==> src/rtl/cpu7_csr_ctrl.sv <==
// CSR op / exception-entry / ERTN sequencer over a single-read, single-write CSR file.
// Ops respond 2 cycles after accept; entry takes 3 write cycles, return 2; new requests wait until IDLE.
module cpu7_csr_ctrl #(
  parameter int GRLEN   = 32,
  parameter int CSR_BIT = 14
) (
  input  logic               clk,
  input  logic               resetn,
  input  logic               op_valid,
  output logic               op_ready,
  input  logic [1:0]         op_type,
  input  logic [CSR_BIT-1:0] op_addr,
  input  logic [GRLEN-1:0]   op_wdata,
  input  logic [GRLEN-1:0]   op_mask,
  output logic               op_done,
  output logic [GRLEN-1:0]   op_rdata,
  input  logic               excp_valid,
  input  logic [GRLEN-1:0]   excp_pc,
  output logic               excp_done,
  input  logic               ertn_valid,
  output logic               ertn_done,
  output logic [GRLEN-1:0]   ertn_era,
  output logic [CSR_BIT-1:0] csr_raddr,
  input  logic [GRLEN-1:0]   csr_rdata,
  output logic [CSR_BIT-1:0] csr_waddr,
  output logic [GRLEN-1:0]   csr_wdata,
  output logic               csr_wen,
  output logic               busy
);

  localparam logic [CSR_BIT-1:0] CRMD_A = CSR_BIT'(0);
  localparam logic [CSR_BIT-1:0] PRMD_A = CSR_BIT'(1);
  localparam logic [CSR_BIT-1:0] ERA_A  = CSR_BIT'(6);

  typedef enum logic [2:0] {
    IDLE, OP_EXEC, OP_RESP, EX_PRMD, EX_ERA, EX_CRMD, RT_CRMD, RT_ERA
  } state_t;

  state_t state_q, state_d;

  logic [1:0]         type_q,  type_d;
  logic [CSR_BIT-1:0] addr_q,  addr_d;
  logic [GRLEN-1:0]   wdata_q, wdata_d;
  logic [GRLEN-1:0]   mask_q,  mask_d;
  logic [GRLEN-1:0]   old_q,   old_d;
  logic [GRLEN-1:0]   pc_q,    pc_d;
  logic [GRLEN-1:0]   crmd_q,  crmd_d;

  always_ff @(posedge clk or negedge resetn) begin
    if (!resetn) state_q <= IDLE;
    else         state_q <= state_d;
  end

  always_comb begin
    state_d = state_q;
    unique case (state_q)
      IDLE: begin
        if (excp_valid)      state_d = EX_PRMD;
        else if (ertn_valid) state_d = RT_CRMD;
        else if (op_valid)   state_d = OP_EXEC;
      end
      OP_EXEC: state_d = OP_RESP;
      OP_RESP: state_d = IDLE;
      EX_PRMD: state_d = EX_ERA;
      EX_ERA:  state_d = EX_CRMD;
      EX_CRMD: state_d = IDLE;
      RT_CRMD: state_d = RT_ERA;
      RT_ERA:  state_d = IDLE;
      default: state_d = IDLE;
    endcase
  end

  // csr_raddr is 0 in IDLE, so an ERTN accept latches the live CRMD for RT_CRMD.
  always_comb begin
    type_d  = type_q;
    addr_d  = addr_q;
    wdata_d = wdata_q;
    mask_d  = mask_q;
    old_d   = old_q;
    pc_d    = pc_q;
    crmd_d  = crmd_q;
    unique case (state_q)
      IDLE: begin
        if (excp_valid) begin
          pc_d = excp_pc;
        end else if (ertn_valid) begin
          crmd_d = csr_rdata;
        end else if (op_valid) begin
          type_d  = op_type;
          addr_d  = op_addr;
          wdata_d = op_wdata;
          mask_d  = op_mask;
        end
      end
      OP_EXEC: old_d  = csr_rdata;
      EX_PRMD: crmd_d = csr_rdata;
      default: ;
    endcase
  end

  always_ff @(posedge clk or negedge resetn) begin
    if (!resetn) begin
      type_q  <= '0;
      addr_q  <= '0;
      wdata_q <= '0;
      mask_q  <= '0;
      old_q   <= '0;
      pc_q    <= '0;
      crmd_q  <= '0;
    end else begin
      type_q  <= type_d;
      addr_q  <= addr_d;
      wdata_q <= wdata_d;
      mask_q  <= mask_d;
      old_q   <= old_d;
      pc_q    <= pc_d;
      crmd_q  <= crmd_d;
    end
  end

  always_comb begin
    op_ready  = 1'b0;
    op_done   = 1'b0;
    excp_done = 1'b0;
    ertn_done = 1'b0;
    ertn_era  = '0;
    csr_raddr = '0;
    csr_waddr = '0;
    csr_wdata = '0;
    csr_wen   = 1'b0;
    busy      = (state_q != IDLE);
    op_rdata  = old_q;
    unique case (state_q)
      IDLE: op_ready = !excp_valid && !ertn_valid;
      OP_EXEC: begin
        csr_raddr = addr_q;
        csr_waddr = addr_q;
        // op_type 2'b11 falls through as a plain read
        if (type_q == 2'b01) begin
          csr_wen   = 1'b1;
          csr_wdata = wdata_q;
        end else if (type_q == 2'b10) begin
          csr_wen   = 1'b1;
          csr_wdata = (wdata_q & mask_q) | (csr_rdata & ~mask_q);
        end
      end
      OP_RESP: op_done = 1'b1;
      EX_PRMD: begin
        csr_raddr = CRMD_A;
        csr_wen   = 1'b1;
        csr_waddr = PRMD_A;
        csr_wdata = {{(GRLEN-3){1'b0}}, csr_rdata[2:0]};
      end
      EX_ERA: begin
        csr_wen   = 1'b1;
        csr_waddr = ERA_A;
        csr_wdata = pc_q;
      end
      EX_CRMD: begin
        csr_wen   = 1'b1;
        csr_waddr = CRMD_A;
        csr_wdata = {crmd_q[GRLEN-1:3], 3'b000};
        excp_done = 1'b1;
      end
      RT_CRMD: begin
        csr_raddr = PRMD_A;
        csr_wen   = 1'b1;
        csr_waddr = CRMD_A;
        csr_wdata = {crmd_q[GRLEN-1:3], csr_rdata[2:0]};
      end
      RT_ERA: begin
        csr_raddr = ERA_A;
        ertn_done = 1'b1;
        ertn_era  = csr_rdata;
      end
      default: ;
    endcase
  end

endmodule

==> config.mk <==
export PLATFORM = sky130hd
export DESIGN_NAME = cpu7_csr_ctrl
export DESIGN_NICKNAME = d
export VERILOG_FILES = /design/src/rtl/cpu7_csr_ctrl.sv
export SDC_FILE = /design/constraint.sdc
export NUM_CORES = 1
export LEC_CHECK = 0
export BUFFER_PORTS_ARGS = -buffer_cell sky130_fd_sc_hd__buf_4
export CORE_MARGIN = 2
export CORE_UTILIZATION = 52
export DETAILED_ROUTE_END_ITERATION = 8
export HOLD_SLACK_MARGIN = 0.12
export PLACE_DENSITY = 0.78
export SLEW_MARGIN = 5
export SYNTH_ARGS = -nofsm -noshare
export SYNTH_HDL_FRONTEND = slang
export SYNTH_SLANG_ARGS = --single-unit
==> constraint.sdc <==
create_clock -name clk -period 2.3 [get_ports clk]
set_clock_uncertainty 0.2 [all_clocks]
set_input_delay 0.46 -clock clk [delete_from_list [all_inputs] [get_ports clk]]
set_output_delay 0.46 -clock clk [all_outputs]
set_load 0.01 [all_outputs]
Word-level counts from Yosys, hierarchy flattened
Cells that the tools add are included.
Storage, ports and cells
  register bits: 179
  input bits: 149
  output and inout bits: 130
Operators by class
  equality and inequality tests: 12
  multiplexer cells: 20
  bitwise gates (word level): 6
  reductions and logical operators: 11
Operators with widths (number)
  2-to-1 mux 32 bit: 5
  one-hot mux 32 bit (5 select lines): 1
  one-hot mux 14 bit (3 select lines): 2
  AND 32 bit: 2
  one-hot mux 32 bit (2 select lines): 1
  NOT 32 bit: 1
  OR 32 bit: 1
  one-hot mux 3 bit (6 select lines): 1
  equality test 3 bit, second input constant: 4
  2-to-1 mux 3 bit: 3
  equality test 3 x 2 -> 1 bit, second input constant: 2
  2-to-1 mux 1 bit: 6
  != test 2 bit, second input constant: 2
  != test 4 bit, second input constant: 1
  AND reduction 4 bit: 1
  OR reduction 4 bit: 1
  equality test 3 x 1 -> 1 bit, second input constant: 1
  zero test 3 bit: 1
  AND reduction 3 bit: 1
  nonzero test 3 bit: 1
  OR reduction 3 bit: 1
  equality test 2 x 1 -> 1 bit, second input constant: 1
  equality test 2 bit, second input constant: 1
  zero test 1 bit: 2
  5 further kinds: 6

Longest topological paths before layout
Gate-level depths: netlist (run 1).
  word-level depth: 6
  depth in mapped cells: 7
  gate-level depth less buffers: 5

Worst setup path before layout (run 1)
Ideal clock, no wire load.
  path type: register to output
  start point: reg state_q[1]
  end point: out csr_waddr[10]
  arrival time: 1524 ps
  data required time: 1640 ps
  slack: 116 ps
  stages on the path, launching flop included: 7
  buffers on the path: 4
  cell sequence: dfrtp_1 -> buf_2 -> nor3b_2 -> buf_2 -> clkbuf_1 -> and2_1 -> buf_4
On the way
  cells in the longest elaborated chain, start to end: 2
  elaborated cells on any way between the ends: 4
  those cells by class: eq/ne: 3; mux: 1
Ends and longest elaborated chain
  start, declared: RTL line 39  | state_t state_q, state_d;
  start signal, assigned: RTL line 51  | else state_q <= state_d;
  equality test 3 bit, or another cell as far along: RTL line 133  | unique case (state_q)
  one-hot mux 14 bit (3 select lines) *: RTL line 133
  end, declared: RTL line 25  | output logic [CSR_BIT-1:0] csr_waddr,
Every way passes the cells marked *; elsewhere a longest branch is shown, timed or not.

Worst setup path in the final report (run 1)
  start point: reg state_q[1]
  end point: out csr_wdata[28]
On the way
  cells in the longest elaborated chain, start to end: 2
  elaborated cells on any way between the ends: 6
  those cells by class: eq/ne: 5; mux: 1
Ends and longest elaborated chain
  equality test 3 bit, or another cell as far along: RTL line 133
  one-hot mux 32 bit (5 select lines) *: RTL line 133
  end, declared: RTL line 26  | output logic [GRLEN-1:0] csr_wdata,
Marked as above.

==> metrics.txt, run 1 <==
# TYPE chip_impl_metric gauge
chip_impl_info{name="run_status",value="finished, violations left"} 1
chip_impl_info{name="failing_checks",value="setup timing"} 1
chip_impl_metric{name="area_of_the_multi_input_gates",unit="um^2"} 4962
chip_impl_metric{name="synth.yosys.warnings",unit=""} 0
chip_impl_metric{name="postSynthRegisterBits",unit=""} 176
chip_impl_metric{name="clk_pin_slew",unit="ns"} 0.07
chip_impl_metric{name="synth.avg_cell_area",unit="um^2"} 12.46
chip_impl_metric{name="grt_pass1_wl",unit="mm"} 47.71
chip_impl_metric{name="fin_hold_ws",unit="ns"} 0.1426
chip_impl_info{name="yosys-top-cells-area",value="dfrtp_1 (49%), mux2_4 (13%), mux2_2 (8.0%), mux2i_1 (3.9%), and2_1 (3.0%)"} 1
chip_impl_metric{name="grt_start_max_net_pins",unit=""} 72
chip_impl_metric{name="synth-edff-count",unit=""} 0
chip_impl_info{name="startpoint",value="state_q[1]$_DFFE_PN0P_"} 1
chip_impl_metric{name="num-nets-final",unit=""} 1327
chip_impl_metric{name="crit_required",unit="ns"} 1.64
chip_impl_metric{name="totalWireLength",unit="mm"} 38.45
chip_impl_metric{name="seq_area_frac_synth",unit=""} 0.4867
chip_impl_metric{name="wl_per_cell",unit="um"} 27.21
chip_impl_metric{name="grt_pass1_vias",unit=""} 8638
chip_impl_metric{name="setup-tns-final",unit="ns"} -24.63
chip_impl_metric{name="port-buffer-count",unit=""} 278
chip_impl_metric{name="timing.critical_path.fanout_max",unit=""} 7
chip_impl_metric{name="drt_iter0_drc",unit=""} 862
chip_impl_metric{name="synth.lib_cells_used.distinct",unit=""} 39
chip_impl_metric{name="async_flop_share",unit=""} 1.000
chip_impl_metric{name="postSynthNetCount",unit=""} 877
chip_impl_metric{name="hpwlAfterDp",unit="mm"} 17.59
chip_impl_metric{name="yosys.area.top_type_share",unit=""} 0.4867
chip_impl_metric{name="cellLeakagePower",unit="nW"} 7.182
chip_impl_metric{name="layout.filler_cells",unit=""} 662
chip_impl_metric{name="dr_total_vias",unit=""} 8849
chip_impl_info{name="cts.root.buffer_cell",value="clkbuf_16"} 1
chip_impl_metric{name="overflow",unit=""} 0
chip_impl_metric{name="chip_width",unit="um"} 135.9
chip_impl_metric{name="cts-root-to-sink-buffers",unit=""} 2
chip_impl_info{name="yosys.area.top_type",value="dfrtp_1"} 1
chip_impl_info{name="worst_setup_path_end_kind",value="output pin"} 1
chip_impl_metric{name="syn2layout_area_growth",unit="%"} 69.84
chip_impl_metric{name="report.final.slew_viol_count",unit=""} 0
chip_impl_info{name="hold_path_startpoint",value="csr_rdata[9]"} 1
chip_impl_metric{name="fp-row-count",unit=""} 48
chip_impl_metric{name="timing.reg2reg.setup_slack",unit="ns"} -0.03
chip_impl_metric{name="ir_worst_vdd",unit="V"} 0.0009069
chip_impl_metric{name="clk_latency",unit="ns"} 0.42
chip_impl_metric{name="cts_num_sinks",unit=""} 176
chip_impl_metric{name="floorplan.initialDensity",unit=""} 0.5268
chip_impl_metric{name="synthesis.instances",unit=""} 726
chip_impl_metric{name="level_count_of_the_clock_h_tree",unit=""} 4
chip_impl_metric{name="via_per_inst",unit=""} 6.263
chip_impl_metric{name="cts_buffers",unit=""} 17
chip_impl_metric{name="worst_ep_arrival_time",unit="ns"} 2.01
chip_impl_metric{name="layout-drive-gt1-share",unit=""} 0.5788
chip_impl_metric{name="final.period_utilization",unit=""} 1.163
chip_impl_metric{name="die_height",unit="um"} 135.9
chip_impl_metric{name="sequential_cell_area",unit="um^2"} 4412
chip_impl_info{name="cp-start-kind",value="flip-flop"} 1
chip_impl_info{name="crit_type",value="flip-flop to output pin"} 1
chip_impl_metric{name="postLayoutSetupSlackWorst",unit="ns"} -0.3747
chip_impl_metric{name="first_pass_iters",unit=""} 5
chip_impl_info{name="min_path_type",value="input pin to flip-flop"} 1
chip_impl_metric{name="period_minus_slack",unit="ns"} 2.675
chip_impl_info{name="post_synth_most_frequent_cells",value="dfrtp_1 (176), mux2_4 (80), mux2_2 (64), and2_1 (43), clkbuf_1 (41)"} 1
chip_impl_metric{name="place_congestion",unit=""} 0.8130
chip_impl_info{name="dominantRegCellSynth",value="dfrtp_1"} 1
chip_impl_metric{name="io-pin-count",unit=""} 279
chip_impl_metric{name="total_die_area",unit="um^2"} 18470
chip_impl_metric{name="max_slew_margin",unit=""} 0.5413
chip_impl_metric{name="postRouteAntennaNets",unit=""} 0
chip_impl_metric{name="drv.max_cap_violation_count",unit=""} 0
chip_impl_info{name="most_frequent_cell_after_synthesis",value="dfrtp_1"} 1
chip_impl_metric{name="max_freq",unit="MHz"} 373.9
chip_impl_metric{name="post_synth_instance_area",unit="um^2"} 9049
chip_impl_metric{name="core_area",unit="um^2"} 17180
chip_impl_info{name="unrepaired_setup_endpoints_after_global_routing",value="yes"} 1
chip_impl_metric{name="track_usage",unit=""} 0.3405
chip_impl_metric{name="pwr_density_cell",unit="nW/um^2"} 1409
chip_impl_info{name="timing.rr.start",value="state_q[1]$_DFFE_PN0P_"} 1
chip_impl_metric{name="worst-slew-pin-transition",unit="ns"} 0.6881
chip_impl_metric{name="dp_slack",unit="ns"} -0.1603
chip_impl_metric{name="number_of_antenna_violations_at_the_first_check_in_global_routing",unit=""} 1
chip_impl_metric{name="finalHoldViolations",unit=""} 0
chip_impl_info{name="tritoncts",value="built"} 1
chip_impl_metric{name="route.detailed.drc",unit=""} 0
chip_impl_metric{name="setup_viol_count_final",unit=""} 133
## layout make-up
class | count | area share
timing repair buffer | 503 | 0.3231
antenna | 1 | 0.0001628
multi-input combinational | 443 | 0.3229
clock inverter | 10 | 0.01050
inverter | 35 | 0.008874
clock buffer | 20 | 0.02906
sequential | 176 | 0.2871
tap | 225 | 0.01832
## sequential cells by signal (all words and copies together), names as in the netlist
name	count
crmd_q	29
type_q	2
addr_q	14
pc_q	32
state_q	3
wdata_q	32
mask_q	32
op_rdata	32
## cell usage in the layout, fill, tap and decap left out, types with 12 or more instances in the layout
| cell | count |
|---|---|
| dfrtp_1 | 172 |
| dlygate4sd3_1 | 141 |
| o32ai_1 | 29 |
| inv_1 | 33 |
| clkbuf_16 | 26 |
| mux2i_2 | 12 |
| a32oi_2 | 13 |
| nor2_4 | 15 |
| and2_4 | 43 |
| mux2i_1 | 23 |
| buf_4 | 231 |
| buf_6 | 97 |
| o21ai_4 | 12 |
| buf_12 | 18 |
| o21ai_2 | 15 |
| o22ai_1 | 29 |
| nor2_2 | 12 |
| mux2_2 | 46 |
| mux2_4 | 98 |
| a221oi_1 | 29 |
## stage by stage
step	total power [mW]	instance area [um^2]	instances	utilization
3_5_place_dp	14.06	11420	1194	0.6648
6_report	21.66	15370	1413	0.8947
4_1_cts	18.57	14090	1393	0.8205
3_3_place_gp	13.76	11420	1194	0.6648
5_1_grt	22.36	15370	1413	0.8947
2_1_floorplan	10.78	9049	726	-
## logic make-up (layout without fill, tap and decap cells)
logic type / Yosys count / after routing / synth area share
buffers and inverters: 108 / 568 / 0.06748
and+or+nand+nor: 100 / 100 / 0.05946
DFF: 176 / 176 / 0.4867
xor gates and xnor gates: 1 / 2 / 0.0009681
other: 0 / 1 / 0
adders and majority gates: 2 / 2 / 0.002765
muxes: 179 / 179 / 0.2511
AOI/OAI and AO/OA: 160 / 160 / 0.1315
## power breakdown
| group | leakage [nW] | internal [mW] | total [mW] | switching (mW) |
|---|---|---|---|---|
| combinational | 4.79 | 6.59 | 12.3 | 5.73 |
| clock | 0.288 | 1.84 | 3.11 | 1.27 |
| sequential | 2.10 | 4.70 | 6.23 | 1.52 |
## worst max-delay path, stage by stage (launching register included)
cell and delay [ns]:
dfrtp_2 0.43, buf_6 0.13, nor3b_4 0.28, o21ai_4 0.18, clkbuf_16 0.23, o21ai_2 0.19, buf_6 0.14
## timing repair
action / in CTS / in global routing
hold endpoints to repair: 183 / 0
resized for setup: 116 / 239
buffers inserted: 22 / 14
hold buffers: 141 / 0
cloned: 6 / 9
endpoints found under the setup margin: 97 / 121
pin swaps: 15 / 71
## routing by layer
metal  GRT usage  up-vias  share of wire
met1      0.4151     4502           0.35
met4      0.1528        0          0.050
met2      0.5828      596           0.51
met3     0.07122      170          0.082
li1            -     3581              -
met5           0        -              0
## worst paths after layout
kind | end | cells after the start
max in group asynchronous | op_rdata[7]$_DFFE_PN0P_ | 3
setup reg to reg | mask_q[31]$_DFFE_PN0P_ | 5
hold reg to reg | op_rdata[6]$_DFFE_PN0P_ | 1
setup / recovery | csr_wdata[28] | 6
min in group asynchronous | op_rdata[9]$_DFFE_PN0P_ | 2
hold / removal | op_rdata[9]$_DFFE_PN0P_ | 2
(Power assumes the default switching activity.)
==> run 2, diff against run 1 <==
- BUFFER_PORTS_ARGS: -buffer_cell sky130_fd_sc_hd__buf_4 -> -buffer_cell sky130_fd_sc_hd__buf_2
- SKIP_CTS_REPAIR_TIMING: not set -> 1
- clock period: 2.3 -> 2.9 ns (I/O delays scaled with it)
==> run 2 against run 1 <==
  * The run now ends clean
  * Power fell by 40%
  * Global-route usage fell by 7.9 points
  * Clock-buffer cell count grew 4
  * Critical path type unchanged
  * Sequential power decreased by 26%
  * Highest routed layer is now met5
  * Combinational power is 51% lower
  * Sequential cell count unchanged
  * Cell area is 27% lower
==> metrics.txt, run 2 (synthesis results as in run 1) <==
# TYPE chip_impl_metric gauge
chip_impl_metric{name="max_freq",unit="MHz"} 350.0
chip_impl_metric{name="hpwlAfterDp",unit="mm"} 16.49
chip_impl_metric{name="grt_pass1_vias",unit=""} 6920
chip_impl_metric{name="timing.reg2reg.setup_slack",unit="ns"} 0.57
chip_impl_metric{name="total_die_area",unit="um^2"} 18470
chip_impl_metric{name="first_pass_iters",unit=""} 5
chip_impl_metric{name="worst_ep_arrival_time",unit="ns"} 2.08
chip_impl_metric{name="io-pin-count",unit=""} 279
chip_impl_info{name="unrepaired_setup_endpoints_after_global_routing",value="yes"} 1
chip_impl_metric{name="port-buffer-count",unit=""} 278
chip_impl_metric{name="grt_pass1_wl",unit="mm"} 37.06
chip_impl_metric{name="max_slew_margin",unit=""} 0.4727
chip_impl_info{name="crit_type",value="flip-flop to output pin"} 1
chip_impl_metric{name="overflow",unit=""} 0
chip_impl_metric{name="clk_latency",unit="ns"} 0.42
chip_impl_metric{name="syn2layout_area_growth",unit="%"} 24.82
chip_impl_metric{name="number_of_antenna_violations_at_the_first_check_in_global_routing",unit=""} 2
chip_impl_info{name="mostFrequentLayoutCells",value="buf_2 (277), dfrtp_1 (173), mux2_4 (80)"} 1
chip_impl_metric{name="chip_width",unit="um"} 135.9
chip_impl_metric{name="wl_per_cell",unit="um"} 20.12
chip_impl_metric{name="area_of_the_multi_input_gates",unit="um^2"} 4120
chip_impl_metric{name="cts_num_sinks",unit=""} 176
chip_impl_metric{name="postLayoutSetupSlackWorst",unit="ns"} 0.04314
chip_impl_metric{name="place_congestion",unit=""} 0.7856
chip_impl_metric{name="setup-tns-final",unit="ns"} 0
chip_impl_metric{name="die_height",unit="um"} 135.9
chip_impl_info{name="path_cells",value="buf_4, xor2_4, a32oi_1, o21ai_0, buf_2"} 1
chip_impl_metric{name="layout-drive-gt1-share",unit=""} 0.5005
chip_impl_metric{name="dpl.cell_count",unit=""} 1185
chip_impl_metric{name="timing.critical_path.fanout_max",unit=""} 14
chip_impl_metric{name="report.final.slew_viol_count",unit=""} 0
chip_impl_metric{name="totalWireLength",unit="mm"} 24.66
chip_impl_info{name="min_path_type",value="input pin to flip-flop"} 1
chip_impl_metric{name="crit_required",unit="ns"} 2.12
chip_impl_metric{name="ir_worst_vdd",unit="V"} 0.0005043
chip_impl_metric{name="final.period_utilization",unit=""} 0.9851
chip_impl_metric{name="dp_slack",unit="ns"} 0.2210
chip_impl_metric{name="period_minus_slack",unit="ns"} 2.857
chip_impl_metric{name="cellLeakagePower",unit="nW"} 5.740
chip_impl_metric{name="fp-row-count",unit=""} 48
chip_impl_metric{name="core_area",unit="um^2"} 17180
chip_impl_info{name="cp-start-kind",value="flip-flop"} 1
chip_impl_metric{name="level_count_of_the_clock_h_tree",unit=""} 4
chip_impl_info{name="cp_slowest_cell",value="xor2_4"} 1
chip_impl_metric{name="num-nets-final",unit=""} 1139
chip_impl_metric{name="clk_pin_slew",unit="ns"} 0.07
chip_impl_metric{name="setup_viol_count_final",unit=""} 0
chip_impl_info{name="run_status",value="finished clean"} 1
chip_impl_metric{name="drv.max_cap_violation_count",unit=""} 0
chip_impl_info{name="worst_setup_path_end_kind",value="output pin"} 1
chip_impl_metric{name="cts_buffers",unit=""} 17
chip_impl_metric{name="track_usage",unit=""} 0.2615
chip_impl_metric{name="via_per_inst",unit=""} 5.751
chip_impl_metric{name="cts-root-to-sink-buffers",unit=""} 2
chip_impl_info{name="cts.root.buffer_cell",value="clkbuf_16"} 1
chip_impl_metric{name="postRouteAntennaNets",unit=""} 0
chip_impl_metric{name="insertedDiodeCount",unit=""} 0
chip_impl_metric{name="dr_total_vias",unit=""} 7051
chip_impl_metric{name="sequential_cell_area",unit="um^2"} 4410
chip_impl_metric{name="worst_path_largest_cell_delay",unit="ns"} 0.53
chip_impl_metric{name="layout.filler_cells",unit=""} 1345
chip_impl_metric{name="route.detailed.drc",unit=""} 0
chip_impl_metric{name="pwr_density_cell",unit="nW/um^2"} 1142
chip_impl_metric{name="grt_start_max_net_pins",unit=""} 84
chip_impl_info{name="tritoncts",value="built"} 1
chip_impl_metric{name="number_of_non_filler_instances_in_the_completed_layout",unit=""} 1226
chip_impl_metric{name="floorplan.initialDensity",unit=""} 0.5268
chip_impl_metric{name="worst-slew-pin-transition",unit="ns"} 0.7910
chip_impl_info{name="mostFrequentLayoutCell",value="buf_2"} 1
chip_impl_metric{name="finalHoldViolations",unit=""} 0
chip_impl_metric{name="drt_iter0_drc",unit=""} 358
## run 2: cell count changes in the layout (fill, tap and decap cells not counted), sizes merged
| cell | delta |
|---|---|
| diode | -1 |
| dlygate4sd3 | -140 |
| inv | +1 |
| clkbuf | -5 |
| bufinv | -3 |
| clkinv | +3 |
| buf | -39 |
| clkinvlp | -3 |
## run 2: report_power, final
part | switching [mW] | leakage [nW] | internal (mW) | total [mW]
sequential | 0.899 | 2.11 | 3.73 | 4.63
clock | 0.942 | 0.281 | 1.28 | 2.22
combinational | 2.95 | 3.35 | 3.11 | 6.06
## run 2: worst max-delay path: cells and delay by family, from the launching register on
family / cells / cell delay, ns
buf+inv: 2 / 0.36
xor+xnor: 1 / 0.53
flops: 1 / 0.47
compound gates: 2 / 0.31
## run 2: path summary, 6_finish.rpt
check                                              start                        to  depth (start not counted)
min in group asynchronous                         resetn    mask_q[10]$_DFFE_PN0P_                          2
worst max-delay path              state_q[0]$_DFFE_PN0P_             csr_wdata[31]                          5
worst min register to register  op_rdata[11]$_DFFE_PN0P_  op_rdata[11]$_DFFE_PN0P_                          1
worst max register to register    state_q[0]$_DFFE_PN0P_     addr_q[9]$_DFFE_PN0P_                          5
worst min-delay path                         op_mask[27]    mask_q[27]$_DFFE_PN0P_                          2
max in group asynchronous                         resetn    state_q[0]$_DFFE_PN0P_                          3
## run 2: cell type report
type	count	share of cell area
multi-input cells	443	0.3648
clock inverters	8	0.006979
flip-flops and latches	176	0.3905
well taps	225	0.02493
clock buffers	24	0.04354
inverters	35	0.01163
repair buffers	315	0.1576
## run 2: per-layer routing
layer / GRT usage / up-vias / part of all wire / wire (um)
li1: - / 3214 / - / -
met1: 0.3318 / 3509 / 0.41 / 10110
met2: 0.4394 / 290 / 0.50 / 12360
met3: 0.06413 / 34 / 0.073 / 1794
met4: 0.08854 / 4 / 0.015 / 367
met5: 0 / - / 0.0011 / 27
## run 2: through the flow
| stage | area, um^2 | hold WS, ns | utilization | power (mW) |
|---|---|---|---|---|
| CTS | 11150 | 0.03504 | 0.6494 | 12.73 |
| finish | 11290 | 0.1818 | 0.6576 | 12.90 |
| global route | 11290 | 0.1617 | 0.6576 | 13.71 |
| floorplan | 9049 | 0.08441 | - | 8.547 |
| detailed placement | 10580 | 0.2838 | 0.6162 | 10.45 |
| global placement | 10580 | 0.2835 | 0.6162 | 10.22 |
